`src/rtl/ctrl_sequencer.sv`:
```
// ctrl_sequencer
// ----------------------------------------------------------------------------
// Decode-and-sequencing stage between fetch and execute. Decodes one
// instruction per accepted handshake into a registered control bundle for
// execute. It expands the following instructions into micro-ops:
//   - LW post-increment (custom-1 opcode 0101011): two micro-ops on a single
//     write port.
//   - CSRRW and MRET: the sequencer stays busy for a CSR settle time.
//
// Optional feature: define CTRL_ILLEGAL_TRAP_EN to report illegal
// instructions. The sequencer then emits a valid bubble with illegal_o=1.
// When the macro is undefined, an illegal word produces an invalid bubble and
// illegal_o stays 0.
//
// Parameters
//   WB_PORTS      register-file write ports (1 or 2). With 2 ports, the
//                 post-increment load issues as one bundle using wd2_en_o.
//   POSTINC_STEP  value added to rs1 by the post-increment load.
//   CSR_LAT       total cycles a CSRRW/MRET occupies the sequencer (>=1).
//
// Ports
//   clk, rst_n          clock, synchronous active-low reset
//   instr_i             instruction word
//   instr_valid_i       instr_i valid
//   ready_o             sequencer can accept an instruction (state DECODE)
//   stall_i             execute not ready; every register holds
//   flush_i             redirect; kills in-flight and pending work
//   valid_o .. illegal_o registered control bundle
//   imm_o               immediate for the bundle (POSTINC_STEP on uop1)
//   state_o             debug view of the sequencer state
//
// Handshake: an instruction is taken on a rising edge only when all of the
// following are true at that edge: instr_valid_i, ready_o, !stall_i, !flush_i.
// The resulting bundle is visible from that edge on. Fetch must hold instr_i
// until it is taken. While stall_i is high, the bundle presented to execute
// stays unchanged.
// ----------------------------------------------------------------------------
module ctrl_sequencer #(
  parameter int WB_PORTS     = 1,
  parameter int POSTINC_STEP = 4,
  parameter int CSR_LAT      = 2
) (
  input  logic        clk,
  input  logic        rst_n,
  input  logic [31:0] instr_i,
  input  logic        instr_valid_i,
  output logic        ready_o,
  input  logic        stall_i,
  input  logic        flush_i,
  output logic        valid_o,
  output logic [3:0]  aluop_o,
  output logic        rf_en_o,
  output logic        sel_a_o,
  output logic        sel_b_o,
  output logic        rd_en_o,
  output logic        wr_en_o,
  output logic        jump_o,
  output logic        is_mret_o,
  output logic        csr_rd_o,
  output logic        csr_wr_o,
  output logic        sel_laddr_o,
  output logic        wd2_en_o,
  output logic [1:0]  sel_wb_o,
  output logic [2:0]  mem_mode_o,
  output logic [2:0]  br_type_o,
  output logic        rd_sel_o,
  output logic        uop_o,
  output logic        illegal_o,
  output logic [31:0] imm_o,
  output logic [1:0]  state_o
);

  localparam logic [3:0] ALU_ADD  = 4'd0;
  localparam logic [3:0] ALU_SUB  = 4'd1;
  localparam logic [3:0] ALU_SLL  = 4'd2;
  localparam logic [3:0] ALU_SLT  = 4'd3;
  localparam logic [3:0] ALU_SLTU = 4'd4;
  localparam logic [3:0] ALU_XOR  = 4'd5;
  localparam logic [3:0] ALU_SRL  = 4'd6;
  localparam logic [3:0] ALU_SRA  = 4'd7;
  localparam logic [3:0] ALU_OR   = 4'd8;
  localparam logic [3:0] ALU_AND  = 4'd9;
  localparam logic [3:0] ALU_NULL = 4'd10;

  localparam int CW = (CSR_LAT > 1) ? $clog2(CSR_LAT) : 1;

  typedef enum logic [1:0] {
    S_DECODE   = 2'd0,
    S_POSTINC2 = 2'd1,
    S_CSR_WAIT = 2'd2
  } state_t;

  typedef struct packed {
    logic        valid;
    logic [3:0]  aluop;
    logic        rf_en;
    logic        sel_a;
    logic        sel_b;
    logic        rd_en;
    logic        wr_en;
    logic        jump;
    logic        is_mret;
    logic        csr_rd;
    logic        csr_wr;
    logic        sel_laddr;
    logic        wd2_en;
    logic [1:0]  sel_wb;
    logic [2:0]  mem_mode;
    logic [2:0]  br_type;
    logic        rd_sel;
    logic        uop;
    logic        illegal;
    logic [31:0] imm;
  } bundle_t;

  // Bubble: every strobe inactive, with neutral encodings for the
  // multi-bit fields.
  function automatic bundle_t bubble();
    bundle_t b;
    b          = '0;
    b.aluop    = ALU_ADD;
    b.sel_wb   = 2'b00;
    b.mem_mode = 3'b111;
    b.br_type  = 3'b010;
    return b;
  endfunction

  // Maps funct3 to an ALU operation. alt selects SUB/SRA.
  function automatic logic [3:0] alu_of(input logic [2:0] f3, input logic alt);
    logic [3:0] op;
    case (f3)
      3'b000:  op = alt ? ALU_SUB : ALU_ADD;
      3'b001:  op = ALU_SLL;
      3'b010:  op = ALU_SLT;
      3'b011:  op = ALU_SLTU;
      3'b100:  op = ALU_XOR;
      3'b101:  op = alt ? ALU_SRA : ALU_SRL;
      3'b110:  op = ALU_OR;
      default: op = ALU_AND;
    endcase
    return op;
  endfunction

  logic [6:0]  opc;
  logic [2:0]  f3;
  logic [6:0]  f7;
  logic [31:0] imm_i, imm_s, imm_b, imm_u, imm_j;

  assign opc   = instr_i[6:0];
  assign f3    = instr_i[14:12];
  assign f7    = instr_i[31:25];
  assign imm_i = {{20{instr_i[31]}}, instr_i[31:20]};
  assign imm_s = {{20{instr_i[31]}}, instr_i[31:25], instr_i[11:7]};
  assign imm_b = {{19{instr_i[31]}}, instr_i[31], instr_i[7], instr_i[30:25], instr_i[11:8], 1'b0};
  assign imm_u = {instr_i[31:12], 12'b0};
  assign imm_j = {{11{instr_i[31]}}, instr_i[31], instr_i[19:12], instr_i[20], instr_i[30:21], 1'b0};

  bundle_t dec;
  logic    dec_ok, dec_postinc, dec_csr;

  always_comb begin
    dec         = bubble();
    dec.valid   = 1'b1;
    dec_ok      = 1'b1;
    dec_postinc = 1'b0;
    dec_csr     = 1'b0;
    case (opc)
      7'b0110011: begin // R-type
        dec_ok    = (f7 == 7'b0000000) ||
                    ((f7 == 7'b0100000) && ((f3 == 3'b000) || (f3 == 3'b101)));
        dec.aluop = alu_of(f3, f7[5]);
        dec.rf_en = 1'b1;
      end
      7'b0010011: begin // I-ALU; only the shifts constrain funct7
        if (f3 == 3'b001) dec_ok = (f7 == 7'b0000000);
        if (f3 == 3'b101) dec_ok = (f7 == 7'b0000000) || (f7 == 7'b0100000);
        dec.aluop = alu_of(f3, (f3 == 3'b101) && f7[5]);
        dec.sel_b = 1'b1;
        dec.rf_en = 1'b1;
        dec.imm   = imm_i;
      end
      7'b0000011: begin // loads
        dec_ok = 1'b1;
        case (f3)
          3'b000:  dec.mem_mode = 3'b000;
          3'b001:  dec.mem_mode = 3'b001;
          3'b010:  dec.mem_mode = 3'b010;
          3'b100:  dec.mem_mode = 3'b011;
          3'b101:  dec.mem_mode = 3'b100;
          default: dec_ok = 1'b0;
        endcase
        dec.rf_en  = 1'b1;
        dec.sel_b  = 1'b1;
        dec.rd_en  = 1'b1;
        dec.sel_wb = 2'b01;
        dec.imm    = imm_i;
      end
      7'b0100011: begin // stores
        dec_ok       = (f3 <= 3'b010);
        dec.wr_en    = 1'b1;
        dec.sel_b    = 1'b1;
        dec.mem_mode = f3;
        dec.imm      = imm_s;
      end
      7'b1100011: begin // branches: ALU compares, br_type carries the condition
        dec_ok      = (f3 != 3'b010) && (f3 != 3'b011);
        dec.aluop   = ALU_SUB;
        dec.br_type = f3;
        dec.imm     = imm_b;
      end
      7'b1101111: begin // JAL: ALU forms PC+imm, writeback takes PC+4
        dec.rf_en  = 1'b1;
        dec.sel_a  = 1'b1;
        dec.sel_b  = 1'b1;
        dec.jump   = 1'b1;
        dec.sel_wb = 2'b10;
        dec.imm    = imm_j;
      end
      7'b1100111: begin // JALR
        dec_ok     = (f3 == 3'b000);
        dec.rf_en  = 1'b1;
        dec.sel_b  = 1'b1;
        dec.jump   = 1'b1;
        dec.sel_wb = 2'b10;
        dec.imm    = imm_i;
      end
      7'b0110111: begin // LUI: ALU passes operand B through
        dec.aluop = ALU_NULL;
        dec.sel_b = 1'b1;
        dec.rf_en = 1'b1;
        dec.imm   = imm_u;
      end
      7'b0010111: begin // AUIPC
        dec.sel_a = 1'b1;
        dec.sel_b = 1'b1;
        dec.rf_en = 1'b1;
        dec.imm   = imm_u;
      end
      7'b1110011: begin // SYSTEM: only MRET and CSRRW are supported
        if (instr_i == 32'h3020_0073) begin
          dec.is_mret = 1'b1;
          dec.imm     = imm_i;
          dec_csr     = 1'b1;
        end else if (f3 == 3'b001) begin
          dec.csr_rd = 1'b1;
          dec.csr_wr = 1'b1;
          dec.rf_en  = 1'b1;
          dec.sel_wb = 2'b11;
          dec.imm    = imm_i;
          dec_csr    = 1'b1;
        end else begin
          dec_ok = 1'b0;
        end
      end
      7'b0101011: begin // LW post-increment: address comes straight from rs1
        dec_ok        = (f3 == 3'b010);
        dec.rf_en     = 1'b1;
        dec.rd_en     = 1'b1;
        dec.sel_laddr = 1'b1;
        dec.sel_wb    = 2'b01;
        dec.mem_mode  = 3'b010;
        dec.wd2_en    = (WB_PORTS == 2);
        dec.imm       = imm_i;
        dec_postinc   = 1'b1;
      end
      default: dec_ok = 1'b0;
    endcase

    if (!dec_ok) begin
      dec         = bubble();
      dec_postinc = 1'b0;
      dec_csr     = 1'b0;
`ifdef CTRL_ILLEGAL_TRAP_EN
      dec.valid   = 1'b1;
      dec.illegal = 1'b1;
`else
      dec.valid   = 1'b0;
      dec.illegal = 1'b0;
`endif
    end
  end

  // Second micro-op of the post-increment load. It writes rs1 + POSTINC_STEP
  // back to rs1.
  function automatic bundle_t uop1_bundle();
    bundle_t b;
    b        = bubble();
    b.valid  = 1'b1;
    b.rf_en  = 1'b1;
    b.sel_b  = 1'b1;
    b.aluop  = ALU_ADD;
    b.rd_sel = 1'b1;
    b.uop    = 1'b1;
    b.imm    = 32'(POSTINC_STEP);
    return b;
  endfunction

  state_t         state_q, state_d;
  logic [CW-1:0]  cnt_q, cnt_d;
  bundle_t        out_q, out_d;

  always_comb begin
    state_d = state_q;
    cnt_d   = cnt_q;
    out_d   = out_q;
    if (flush_i) begin
      state_d = S_DECODE;
      cnt_d   = '0;
      out_d   = bubble();
    end else if (!stall_i) begin
      out_d = bubble();
      case (state_q)
        S_DECODE: begin
          if (instr_valid_i) begin
            out_d = dec;
            if (dec_postinc && (WB_PORTS == 1)) begin
              state_d = S_POSTINC2;
            end else if (dec_csr && (CSR_LAT > 1)) begin
              state_d = S_CSR_WAIT;
              cnt_d   = CW'(CSR_LAT - 1);
            end
          end
        end
        S_POSTINC2: begin
          out_d   = uop1_bundle();
          state_d = S_DECODE;
        end
        S_CSR_WAIT: begin
          // Each wait cycle emits a bubble. The last one hands back to DECODE.
          if (cnt_q <= CW'(1)) begin
            state_d = S_DECODE;
            cnt_d   = '0;
          end else begin
            cnt_d = cnt_q - CW'(1);
          end
        end
        default: state_d = S_DECODE;
      endcase
    end
  end

  always_ff @(posedge clk) begin
    if (!rst_n) begin
      state_q <= S_DECODE;
      cnt_q   <= '0;
      out_q   <= bubble();
    end else begin
      state_q <= state_d;
      cnt_q   <= cnt_d;
      out_q   <= out_d;
    end
  end

  assign ready_o     = (state_q == S_DECODE);
  assign state_o     = state_q;
  assign valid_o     = out_q.valid;
  assign aluop_o     = out_q.aluop;
  assign rf_en_o     = out_q.rf_en;
  assign sel_a_o     = out_q.sel_a;
  assign sel_b_o     = out_q.sel_b;
  assign rd_en_o     = out_q.rd_en;
  assign wr_en_o     = out_q.wr_en;
  assign jump_o      = out_q.jump;
  assign is_mret_o   = out_q.is_mret;
  assign csr_rd_o    = out_q.csr_rd;
  assign csr_wr_o    = out_q.csr_wr;
  assign sel_laddr_o = out_q.sel_laddr;
  assign wd2_en_o    = out_q.wd2_en;
  assign sel_wb_o    = out_q.sel_wb;
  assign mem_mode_o  = out_q.mem_mode;
  assign br_type_o   = out_q.br_type;
  assign rd_sel_o    = out_q.rd_sel;
  assign uop_o       = out_q.uop;
  assign illegal_o   = out_q.illegal;
  assign imm_o       = out_q.imm;

endmodule

```
`config.mk`:
```
export PLATFORM = sky130hd
export DESIGN_NAME = ctrl_sequencer
export DESIGN_NICKNAME = d
export VERILOG_FILES = /design/src/rtl/ctrl_sequencer.sv
export SDC_FILE = /design/constraint.sdc
export NUM_CORES = 1
export LEC_CHECK = 0
export ABC_AREA = 0
export CAP_MARGIN = 0
export CORE_UTILIZATION = 50
export CTS_CLUSTER_SIZE = 14
export DETAILED_ROUTE_END_ITERATION = 16
export PLACE_DENSITY = 0.91
export SYNTH_ARGS = -nofsm -noshare
export SYNTH_HDL_FRONTEND = slang
export SYNTH_SLANG_ARGS = --single-unit
```
`constraint.sdc`:
```
create_clock -name clk -period 3.7 [get_ports clk]
set_input_delay 0.74 -clock clk [delete_from_list [all_inputs] [get_ports clk]]
set_output_delay 0.74 -clock clk [all_outputs]
set_load 0.01 [all_outputs]
```
---- Word level (Yosys, flattened, before mapping) ----
Index checks and enable logic that the tools add are counted.
word-level totals
  flip-flop bits (word level) ............. 62
  input bits .............................. 37
  output and inout port bits .............. 62
  word-level logic and storage cells ...... 126
operators by class
  $add $sub $neg .......................... 1
  magnitude comparators ................... 2
  equality and inequality tests ........... 28
  multiplexer cells ....................... 49
  bitwise operators ....................... 2
  reductions and logical operators ........ 22
operators by type and width
  kind                                             count
  one-hot mux 32 bit (6 select lines)              1
  two-way mux 59 bit                               2
  one-hot mux 59 bit (2 select lines)              1
  two-way mux 32 bit                               2
  one-hot mux 4 bit (7 select lines)               2
  == test 7 x 6 -> 1 bit, second input constant    5
  == test 32 x 30 -> 1 bit, second input constant  1
  == test 7 bit, second input constant             4
  two-way mux 1 bit                                24
  one-hot mux 4 bit (4 select lines)               1
  one-hot mux 3 bit (5 select lines)               1
  == test 7 x 5 -> 1 bit, second input constant    2
  two-way mux 2 bit                                7
  OR reduction 2 bit                               5
  == test 3 bit, second input constant             3
  one-hot mux 1 bit (9 select lines)               1
  one-hot mux 3 bit (3 select lines)               1
  OR reduction 8 bit                               1
  == test 7 x 2 -> 1 bit, second input constant    1
  logical NOT 7 bit                                1
  OR reduction 7 bit                               1
  == test 3 x 2 -> 1 bit, second input constant    2
  two-way mux 3 bit                                2
  inequality test 2 bit, second input constant     3
  23 further kinds                                 30

---- Depth between registers and ports, before layout ----
Gate-level depths: netlist (run 1).
  word-level depth ........................ 10
  gate-level depth with buffers ........... 9
  gate-level depth less buffers ........... 6

---- Worst setup path before layout (run 1) ----
OpenSTA, ideal clock, no wires.
  path kind ............................... input to register
  start ................................... input port instr_i[25]
  end ..................................... register out_q, in the netlist br_type_o[1]
  setup time .............................. 122 ps
  arrival time ............................ 2352 ps
  data required time ...................... 3578 ps
  setup slack ............................. 1226 ps
  stages on the path ...................... 6
  path buffers ............................ 0
  path through ............................ or4_4 > o41ai_2 > nand3_1 > nand4_2 > o211ai_4 > o32a_1
between the ends
  word-level cells in the longest chain between the ends .. 7
  elaborated cells between the ends (all ways) .. 13
  those cells by class .................... eq/ne (2); mux (7); reduce/logical (4)
RTL lines
  element                                                           RTL line  source
  start, declared                                                   45        input logic [31:0] instr_i,
  branches (longest 3 deep; another with == test 32 x 30 -> 1 bit)  n/a
  one-hot mux 1 bit (9 select lines) (*)                            167       case (opc)
  two-way mux 59 bit (*)                                            269       if (!dec_ok) begin
  two-way mux 59 bit (*)                                            314       if (instr_valid_i) begin
  one-hot mux 59 bit (2 select lines) (*)                           312       case (state_q)
  end signal, assigned                                              346       out_q <= bubble();
  end signal, assigned                                              350       out_q <= out_d;
  end, declared                                                     300       bundle_t out_q, out_d;
Mark *: on every way between the ends.
A chain may end at the register's enable or synchronous reset.

---- Worst setup path after layout (run 1) ----
  start ................................... input port instr_i[5]
  end ..................................... register out_q, in the netlist mem_mode_o[1]
between the ends
  word-level cells in the longest chain between the ends .. 6
  elaborated cells between the ends (all ways) .. 19
  those cells by class .................... eq/ne (12); mux (6); reduce/logical (1)
RTL lines
  element                                                  RTL line  source
  == test 32 x 30 -> 1 bit (tied with other cells)         240       if (instr_i == 32'h3020_0073) begin
  two-way mux 1 bit or OR reduction 3 bit (tied branches)  n/a
  one-hot mux 1 bit (9 select lines)                       167
  two-way mux 59 bit (*)                                   269
  two-way mux 59 bit (*)                                   314
  one-hot mux 59 bit (2 select lines) (*)                  312
Mark *: on every way between the ends. The rest lies on a longest branch, timed or not.

==> metrics.txt, run 1 <==
# TYPE chip_impl_metric gauge
chip_impl_info{name="status",value="completed"} 1
chip_impl_metric{name="drt-wirelength-per-cell",unit="um"} 18.4
chip_impl_metric{name="layout_setup_ws",unit="ps"} 618
chip_impl_metric{name="first_pass_grt_wire_length",unit="um"} 16100
chip_impl_metric{name="worst-r2r-setup-slack",unit="ps"} 1740
chip_impl_metric{name="ctsHtreeMaxLevel",unit=""} 3
chip_impl_metric{name="dr.first_iter.drc_count",unit=""} 298
chip_impl_metric{name="drive_above_1_share",unit="%"} 10.4
chip_impl_info{name="path_cells",value="clkdlybuf4s50_1, nand4_1, nor2_2, nand4_1, nand4_2, o211ai_4, o32a_1"} 1
chip_impl_metric{name="cts_num_sinks",unit=""} 57
chip_impl_metric{name="weighted_congestion_at_the_end_of_routability_driven_global_placement",unit=""} 0.901
chip_impl_metric{name="avgSynthCellArea",unit="sq um"} 7.83
chip_impl_metric{name="via_per_inst",unit=""} 6.20
chip_impl_info{name="clk_root_buffer_cell",value="sky130_fd_sc_hd__clkbuf_8"} 1
chip_impl_info{name="worst_setup_path_startpoint",value="instr_i[5]"} 1
chip_impl_metric{name="max-vdd-ir-drop",unit="uV"} 218
chip_impl_info{name="most_frequent_cell_on_critical_path",value="sky130_fd_sc_hd__nand4_1"} 1
chip_impl_metric{name="grt_use_total",unit="%"} 33.7
chip_impl_metric{name="die_w",unit="um"} 79.1
chip_impl_metric{name="antenna_cells",unit=""} 0
chip_impl_metric{name="routed-via-count",unit=""} 3427
chip_impl_metric{name="dpl.hpwl",unit="um"} 7510
chip_impl_metric{name="dieArea",unit="sq mm"} 0.00626
chip_impl_metric{name="fin_total_pwr",unit="mW"} 1.35
chip_impl_metric{name="fmax",unit="GHz"} 0.324
chip_impl_metric{name="drcViolationCount",unit=""} 0
chip_impl_metric{name="grt_pass1_vias",unit=""} 3189
chip_impl_metric{name="period_minus_slack",unit="ps"} 3080
chip_impl_metric{name="dp_slack",unit="ps"} 302
chip_impl_metric{name="num-nets-final",unit=""} 514
chip_impl_metric{name="synth_compound_gate_area_share",unit="%"} 26.1
chip_impl_metric{name="cts_max_path_buffers",unit=""} 2
chip_impl_metric{name="cts-resized-gates",unit=""} 0
chip_impl_metric{name="place_inst",unit=""} 538
chip_impl_metric{name="final.setup_skew",unit="ps"} 8.19
chip_impl_metric{name="slew-limit-headroom",unit="%"} 48.1
chip_impl_metric{name="setup_viol",unit=""} 0
chip_impl_metric{name="post_synth_fa_ha_maj_area_fraction",unit="%"} 0
chip_impl_metric{name="critPathRequiredTime",unit="ps"} 3930
chip_impl_info{name="rsz0062_at_grt",value="no"} 1
chip_impl_metric{name="synth.area.mux_share",unit="%"} 0.378
chip_impl_metric{name="worstRegToRegCells",unit=""} 6
chip_impl_metric{name="synth-seq-cells",unit=""} 57
chip_impl_info{name="critPathTopFamily",value="simple AND/OR/NAND/NOR gates"} 1
chip_impl_metric{name="cell_area_after_synthesis",unit="sq mm"} 0.00298
chip_impl_metric{name="critical_path_cell_count",unit=""} 7
chip_impl_metric{name="initial_utilization",unit="%"} 53.1
chip_impl_info{name="synth_top_flop_cell",value="sky130_fd_sc_hd__dfxtp_1"} 1
chip_impl_metric{name="postRouteAntennaNets",unit=""} 0
chip_impl_metric{name="critPathArrivalTime",unit="ps"} 3310
chip_impl_metric{name="powerDensity",unit="mW/mm^2"} 320
chip_impl_info{name="worstSetupEndpoint",value="mem_mode_o[1]"} 1
chip_impl_metric{name="antenna_violations_before_repair",unit=""} 0
chip_impl_metric{name="post_layout_nonfiller_instances",unit=""} 553
chip_impl_info{name="r2r-end",value="imm_o[6]"} 1
chip_impl_metric{name="worstPathMaxFanout",unit=""} 15
chip_impl_metric{name="final.period_utilization",unit="%"} 83.3
chip_impl_metric{name="post_synth_and_or_nand_nor_area_fraction",unit="%"} 29.3
chip_impl_metric{name="synth-edff-count",unit=""} 0
chip_impl_metric{name="io_buffers",unit=""} 96
chip_impl_metric{name="drt-total-wl",unit="um"} 10200
chip_impl_info{name="dominant_combinational_cell_family_by_area_after_synthesis",value="simple AND/OR/NAND/NOR gates"} 1
chip_impl_metric{name="post-cts-setup-buffer-count",unit=""} 0
chip_impl_metric{name="io-pin-count",unit=""} 99
chip_impl_metric{name="syn_to_final_growth",unit="%"} 41.7
chip_impl_metric{name="hold_crit_depth",unit=""} 2
chip_impl_metric{name="tns",unit="ps"} 0
chip_impl_metric{name="postSynthCellCount",unit=""} 380
chip_impl_metric{name="leakage",unit="nW"} 1.39
chip_impl_metric{name="worstPathBufferInverterCount",unit=""} 1
chip_impl_info{name="slowest_stage_cell_crit_path",value="sky130_fd_sc_hd__clkdlybuf4s50_1"} 1
chip_impl_metric{name="cp_slowest_stage_delay",unit="ps"} 730
chip_impl_metric{name="numCtsBuffers",unit=""} 9
chip_impl_metric{name="async_flop_share",unit="%"} 0
chip_impl_metric{name="coreArea",unit="sq mm"} 0.00561
chip_impl_info{name="setup_crit_end_kind",value="flip-flop"} 1
chip_impl_info{name="worstSetupPathType",value="in -> reg"} 1
chip_impl_metric{name="finalCoreUtilization",unit="%"} 75.2
chip_impl_metric{name="number_of_distinct_library_cells_after_synthesis",unit=""} 63
chip_impl_metric{name="floorplan.die.height",unit="um"} 79.1
chip_impl_metric{name="count_of_hold_fix_buffers_inserted_at_cts",unit=""} 0
chip_impl_metric{name="synth-xor-area-share",unit="%"} 0.294
chip_impl_metric{name="seq_area_frac_synth",unit="%"} 38.4
chip_impl_metric{name="yosysWarnings",unit=""} 0
chip_impl_metric{name="skew_pair_late_insertion_delay",unit="ps"} 340
chip_impl_metric{name="row_count",unit=""} 27
chip_impl_metric{name="worst-slew-pin-transition",unit="ps"} 776
chip_impl_metric{name="grt_max_degree",unit=""} 42
chip_impl_metric{name="grt_overflow",unit=""} 0
chip_impl_metric{name="drt_first_pass_iters",unit=""} 5
chip_impl_info{name="reg2reg_from",value="state_o[0]"} 1
chip_impl_info{name="worst_hold_path_type",value="reg -> reg"} 1
chip_impl_info{name="cts_tree",value="built"} 1
chip_impl_metric{name="clock_pin_transition_on_the_worst_setup_and_hold_timing_paths",unit="ps"} 70
chip_impl_info{name="critical_path.startpoint_type",value="primary input"} 1
chip_impl_metric{name="drv.max_cap_violation_count",unit=""} 0
chip_impl_metric{name="report.final.hold_viol_count",unit=""} 0
chip_impl_metric{name="report.final.slew_viol_count",unit=""} 0
==> power by group <==
group	total (mW)	leakage (nW)	switching [mW]	internal [mW]
Clock	0.588	0.102	0.246	0.342
Sequential	0.614	0.459	0.0000586	0.614
Combinational	0.146	0.833	0.0824	0.0641
Total	1.35	1.39	0.329	1.02
==> logic make-up (layout without fill, tap and decap cells) <==
logic type	count (synthesis)	after routing
AND/OR/NAND/NOR	161	161
multiplexers	1	1
AO/OA/AOI/OAI	127	127
other	1	2
flip-flops	57	57
buffers and inverters	32	132
XOR/XNOR	1	1
==> area by class of cell <==
type	instances	area (sq um)
Clock buffer	12	155
Clock inverter	3	40.0
Fill cell	401	1390
Inverter	4	15.0
Multi-Input combinational cell	292	1670
Sequential cell	57	1140
Tap cell	72	90.1
Timing Repair Buffer	113	1100
==> state kept, by name (all words and copies together), names as in the netlist, 2 cells and up <==
signal and count:
sel_wb_o 2, mem_mode_o 3, state_o 2, br_type_o 3
imm_o 32, aluop_o 4
==> tightest hold or removal path: stages (launching register included) <==
cell and delay (ps):
sky130_fd_sc_hd__dfxtp_1 310, sky130_fd_sc_hd__nand2_1 50, sky130_fd_sc_hd__o21ai_1 50
==> cell usage in the layout, fill, tap and decap left out, drive strengths merged, types with 2 or more instances in the layout <==
cell type      netlist  final
nor4                 9      9
o21ai               52     52
nand2b               3      3
inv                  4      4
nor2b                7      7
a22oi                2      2
nand2               71     71
a21oi               42     42
o32a                 2      2
nor4b                3      3
nand3                7      7
a31oi                2      2
clkdlybuf4s50        0     96
nand4                8      8
and3                 2      2
o211ai               7      7
or3b                 3      3
a221oi               2      2
clkbuf              13     12
a211oi               2      2
and2                 2      2
conb                 1      2
buf                 15     17
o31ai                4      4
dfxtp               57     57
nor3                 9      9
nor2                24     24
nor3b                5      5
o22a                 2      2
and4                 2      2
clkinv               0      2
==> worst min path at each step <==
stage / from / endpoint
after floorplan: imm_o[31] / imm_o[31]
after global placement: imm_o[0] / imm_o[0]
after detailed placement: imm_o[3] / imm_o[3]
after CTS: imm_o[23] / imm_o[23]
after global routing: imm_o[30] / imm_o[30]
final: imm_o[23] / imm_o[23]
==> cell usage after synthesis, types with 2 or more instances <==
| cell | count | share of area (%) |
|---|---|---|
| sky130_fd_sc_hd__a211oi_1 | 2 | 0.50 |
| sky130_fd_sc_hd__a21oi_1 | 42 | 7.1 |
| sky130_fd_sc_hd__a221oi_1 | 2 | 0.59 |
| sky130_fd_sc_hd__a22oi_1 | 2 | 0.50 |
| sky130_fd_sc_hd__a31oi_1 | 2 | 0.42 |
| sky130_fd_sc_hd__and2_1 | 2 | 0.42 |
| sky130_fd_sc_hd__and3_1 | 2 | 0.42 |
| sky130_fd_sc_hd__and4_1 | 2 | 0.59 |
| sky130_fd_sc_hd__buf_2 | 7 | 1.2 |
| sky130_fd_sc_hd__buf_4 | 5 | 1.3 |
| sky130_fd_sc_hd__buf_6 | 2 | 0.76 |
| sky130_fd_sc_hd__clkbuf_1 | 12 | 1.5 |
| sky130_fd_sc_hd__dfxtp_1 | 57 | 38 |
| sky130_fd_sc_hd__inv_1 | 4 | 0.50 |
| sky130_fd_sc_hd__nand2_1 | 71 | 9.0 |
| sky130_fd_sc_hd__nand2b_1 | 3 | 0.63 |
| sky130_fd_sc_hd__nand3_1 | 7 | 1.2 |
| sky130_fd_sc_hd__nand4_1 | 7 | 1.5 |
| sky130_fd_sc_hd__nor2_1 | 23 | 2.9 |
| sky130_fd_sc_hd__nor2b_1 | 7 | 1.5 |
| sky130_fd_sc_hd__nor3_1 | 7 | 1.2 |
| sky130_fd_sc_hd__nor3b_1 | 4 | 1.0 |
| sky130_fd_sc_hd__nor4_1 | 8 | 1.7 |
| sky130_fd_sc_hd__o211ai_1 | 6 | 1.5 |
| sky130_fd_sc_hd__o21ai_0 | 30 | 5.0 |
| sky130_fd_sc_hd__o21ai_1 | 21 | 3.5 |
| sky130_fd_sc_hd__o22a_1 | 2 | 0.59 |
| sky130_fd_sc_hd__o31ai_1 | 4 | 1.0 |
| sky130_fd_sc_hd__o32a_1 | 2 | 0.67 |
| sky130_fd_sc_hd__or3b_2 | 2 | 0.59 |
==> layer usage <==
layer	global-route usage [%]	share of wire, %	vias up	wire (um)
met5	0	0	-	0
met4	12.5	2.3	0	239
met3	8.39	8.6	23	879
met2	55.7	48	197	4900
met1	42.2	41	1637	4160
li1	-	-	1570	-
==> per-stage QoR <==
| step | hold WS [ps] | cell area [sq um] |
|---|---|---|
| finish | 451 | 4220 |
| global route | 469 | 4220 |
| CTS | 453 | 4220 |
| detailed placement | 441 | 4020 |
| global placement | 434 | 4020 |
| floorplan | 469 | 2980 |
Note: power is estimated with default switching activity, not from simulation.
==> run 2, diff against run 1 <==
CORE_UTILIZATION = 42   (was 50)
PLACE_DENSITY = 0.82   (was 0.91)
clock period = 2.5 ns   (was 3.7 ns; I/O delays follow)
==> run 2 against run 1 <==
Against the previous run:
- worst hold slack worse by 3.7 ps
- final cell count grew 15%
- via count is 1.4% higher
- design area is 12% higher
- highest routed layer unchanged
==> metrics.txt, run 2 (synthesis gave the netlist of run 1 again) <==
# TYPE chip_impl_metric gauge
chip_impl_info{name="clk_root_buffer_cell",value="sky130_fd_sc_hd__clkbuf_8"} 1
chip_impl_info{name="rsz0062_at_grt",value="no"} 1
chip_impl_metric{name="dieArea",unit="sq mm"} 0.00742
chip_impl_info{name="worstSetupPathType",value="in -> reg"} 1
chip_impl_metric{name="grt_overflow",unit=""} 0
chip_impl_metric{name="drv.max_cap_violation_count",unit=""} 0
chip_impl_metric{name="finalCoreUtilization",unit="%"} 69.4
chip_impl_metric{name="clock_pin_transition_on_the_worst_setup_and_hold_timing_paths",unit="ps"} 70
chip_impl_metric{name="grt_max_degree",unit=""} 45
chip_impl_metric{name="syn_to_final_growth",unit="%"} 59.4
chip_impl_info{name="worst_hold_path_type",value="reg -> reg"} 1
chip_impl_metric{name="report.final.slew_viol_count",unit=""} 0
chip_impl_metric{name="slew-limit-headroom",unit="%"} 65.4
chip_impl_metric{name="dpl_cell_area",unit="sq mm"} 0.00451
chip_impl_metric{name="post-cts-setup-buffer-count",unit=""} 0
chip_impl_info{name="worst_setup_path_startpoint",value="instr_i[25]"} 1
chip_impl_metric{name="critPathRequiredTime",unit="ps"} 2750
chip_impl_metric{name="final.period_utilization",unit="%"} 95.0
chip_impl_metric{name="cts_max_path_buffers",unit=""} 2
chip_impl_metric{name="powerDensity",unit="mW/mm^2"} 443
chip_impl_metric{name="post_layout_nonfiller_instances",unit=""} 638
chip_impl_metric{name="worstRegToRegCells",unit=""} 5
chip_impl_metric{name="io_buffers",unit=""} 96
chip_impl_metric{name="ctsHtreeMaxLevel",unit=""} 3
chip_impl_metric{name="leakage",unit="nW"} 1.70
chip_impl_metric{name="worstPathMaxFanout",unit=""} 11
chip_impl_metric{name="place_inst",unit=""} 622
chip_impl_metric{name="dpl.hpwl",unit="um"} 7770
chip_impl_metric{name="count_of_hold_fix_buffers_inserted_at_cts",unit=""} 0
chip_impl_metric{name="first_pass_grt_wire_length",unit="um"} 15700
chip_impl_metric{name="die_w",unit="um"} 86.2
chip_impl_metric{name="tns",unit="ps"} 0
chip_impl_metric{name="skew_pair_late_insertion_delay",unit="ps"} 330
chip_impl_metric{name="max-vdd-ir-drop",unit="uV"} 293
chip_impl_metric{name="grt_use_total",unit="%"} 27.4
chip_impl_info{name="cts_tree",value="built"} 1
chip_impl_metric{name="via_per_inst",unit=""} 5.45
chip_impl_metric{name="fmax",unit="GHz"} 0.421
chip_impl_metric{name="numCtsBuffers",unit=""} 9
chip_impl_metric{name="largest_reg_flops",unit=""} 32
chip_impl_metric{name="period_minus_slack",unit="ps"} 2380
chip_impl_metric{name="fin_total_pwr",unit="mW"} 2.10
chip_impl_metric{name="io-pin-count",unit=""} 99
chip_impl_info{name="mostFrequentLayoutCell",value="sky130_fd_sc_hd__clkdlybuf4s50_1"} 1
chip_impl_metric{name="routed-via-count",unit=""} 3475
chip_impl_metric{name="postRouteAntennaNets",unit=""} 0
chip_impl_info{name="setup_crit_end_kind",value="flip-flop"} 1
chip_impl_metric{name="worst-slew-pin-transition",unit="ps"} 514
chip_impl_metric{name="drcViolationCount",unit=""} 0
chip_impl_info{name="status",value="completed"} 1
chip_impl_metric{name="report.final.hold_viol_count",unit=""} 0
chip_impl_metric{name="hold_crit_depth",unit=""} 2
chip_impl_metric{name="layout_setup_ws",unit="ps"} 124
chip_impl_metric{name="antenna_cells",unit=""} 0
chip_impl_metric{name="drive_above_1_share",unit="%"} 20.8
chip_impl_metric{name="antenna_violations_before_repair",unit=""} 0
chip_impl_metric{name="initial_utilization",unit="%"} 43.6
chip_impl_metric{name="postLayoutCellArea",unit="sq mm"} 0.00474
chip_impl_metric{name="cts_num_sinks",unit=""} 57
chip_impl_metric{name="dp_slack",unit="ps"} -239
chip_impl_metric{name="floorplan.die.height",unit="um"} 86.2
chip_impl_metric{name="fin_hold_ws",unit="ps"} 447
chip_impl_info{name="reg2reg_from",value="state_o[0]"} 1
chip_impl_info{name="most-common-layout-cells",value="sky130_fd_sc_hd__clkdlybuf4s50_1, sky130_fd_sc_hd__buf_4, sky130_fd_sc_hd__nand2_1, sky130_fd_sc_hd__dfxtp_1, sky130_fd_sc_hd__a21oi_1"} 1
chip_impl_metric{name="coreArea",unit="sq mm"} 0.00683
chip_impl_info{name="worstHoldStart",value="imm_o[31]"} 1
chip_impl_metric{name="grt_pass1_vias",unit=""} 3195
chip_impl_metric{name="final.setup_skew",unit="ps"} 7.81
chip_impl_metric{name="num-nets-final",unit=""} 574
chip_impl_metric{name="weighted_congestion_at_the_end_of_routability_driven_global_placement",unit=""} 0.959
chip_impl_metric{name="dr.first_iter.drc_count",unit=""} 306
chip_impl_metric{name="setup_viol",unit=""} 0
chip_impl_metric{name="drt-total-wl",unit="um"} 9940
chip_impl_metric{name="critPathArrivalTime",unit="ps"} 2630
chip_impl_info{name="critical_path.startpoint_type",value="primary input"} 1
chip_impl_metric{name="drt_first_pass_iters",unit=""} 6
chip_impl_metric{name="row_count",unit=""} 30
chip_impl_metric{name="drt-wirelength-per-cell",unit="um"} 15.6
## run 2: changes by cell type in the layout (fill, tap and decap cells not counted), sizes merged
cell	change
buf	+60
clkinvlp	+1
bufinv	+1
clkinv	+1
clkbuf	-2
## run 2: per-layer routing
layer | vias to the layer above | wire length (um) | global-route usage, %
li1 | 1684 | - | -
met1 | 1624 | 4450 | 37.9
met2 | 155 | 4680 | 43.7
met3 | 12 | 702 | 5.39
met4 | 0 | 106 | 7.12
met5 | - | 0 | 0
## run 2: final timing paths
check	to	slack, ps
setup / recovery	wr_en_o	120
hold / removal	imm_o[31]	450
setup reg to reg	wr_en_o	980
hold reg to reg	imm_o[31]	450
## run 2: timing repair
item                                    4_1_cts  5_1_grt
hold endpoints to repair                      0        0
endpoints found under the setup margin        0       11
resized for setup                             0        3
## run 2: final cells by class
type | instances | area, sq um
multi-input combinational | 292 | 1690
timing repair buffer | 173 | 1560
sequential | 57 | 1140
inverter | 4 | 15.0
clock inverter | 6 | 82.6
clock buffer | 10 | 128
tap | 96 | 120
fill | 597 | 2090
## run 2: critical path: stages
cell,delay [ps]
sky130_fd_sc_hd__clkdlybuf4s50_1,430
sky130_fd_sc_hd__or4_4,600
sky130_fd_sc_hd__o41ai_2,290
sky130_fd_sc_hd__nand3_1,160
sky130_fd_sc_hd__nand4_4,140
sky130_fd_sc_hd__o211ai_4,120
sky130_fd_sc_hd__buf_4,200
sky130_fd_sc_hd__o31ai_1,180
## run 2: power breakdown
| part | internal [mW] | switching (mW) |
|---|---|---|
| registers | 0.908 | 0.0000756 |
| logic | 0.135 | 0.129 |
| clock network | 0.556 | 0.373 |
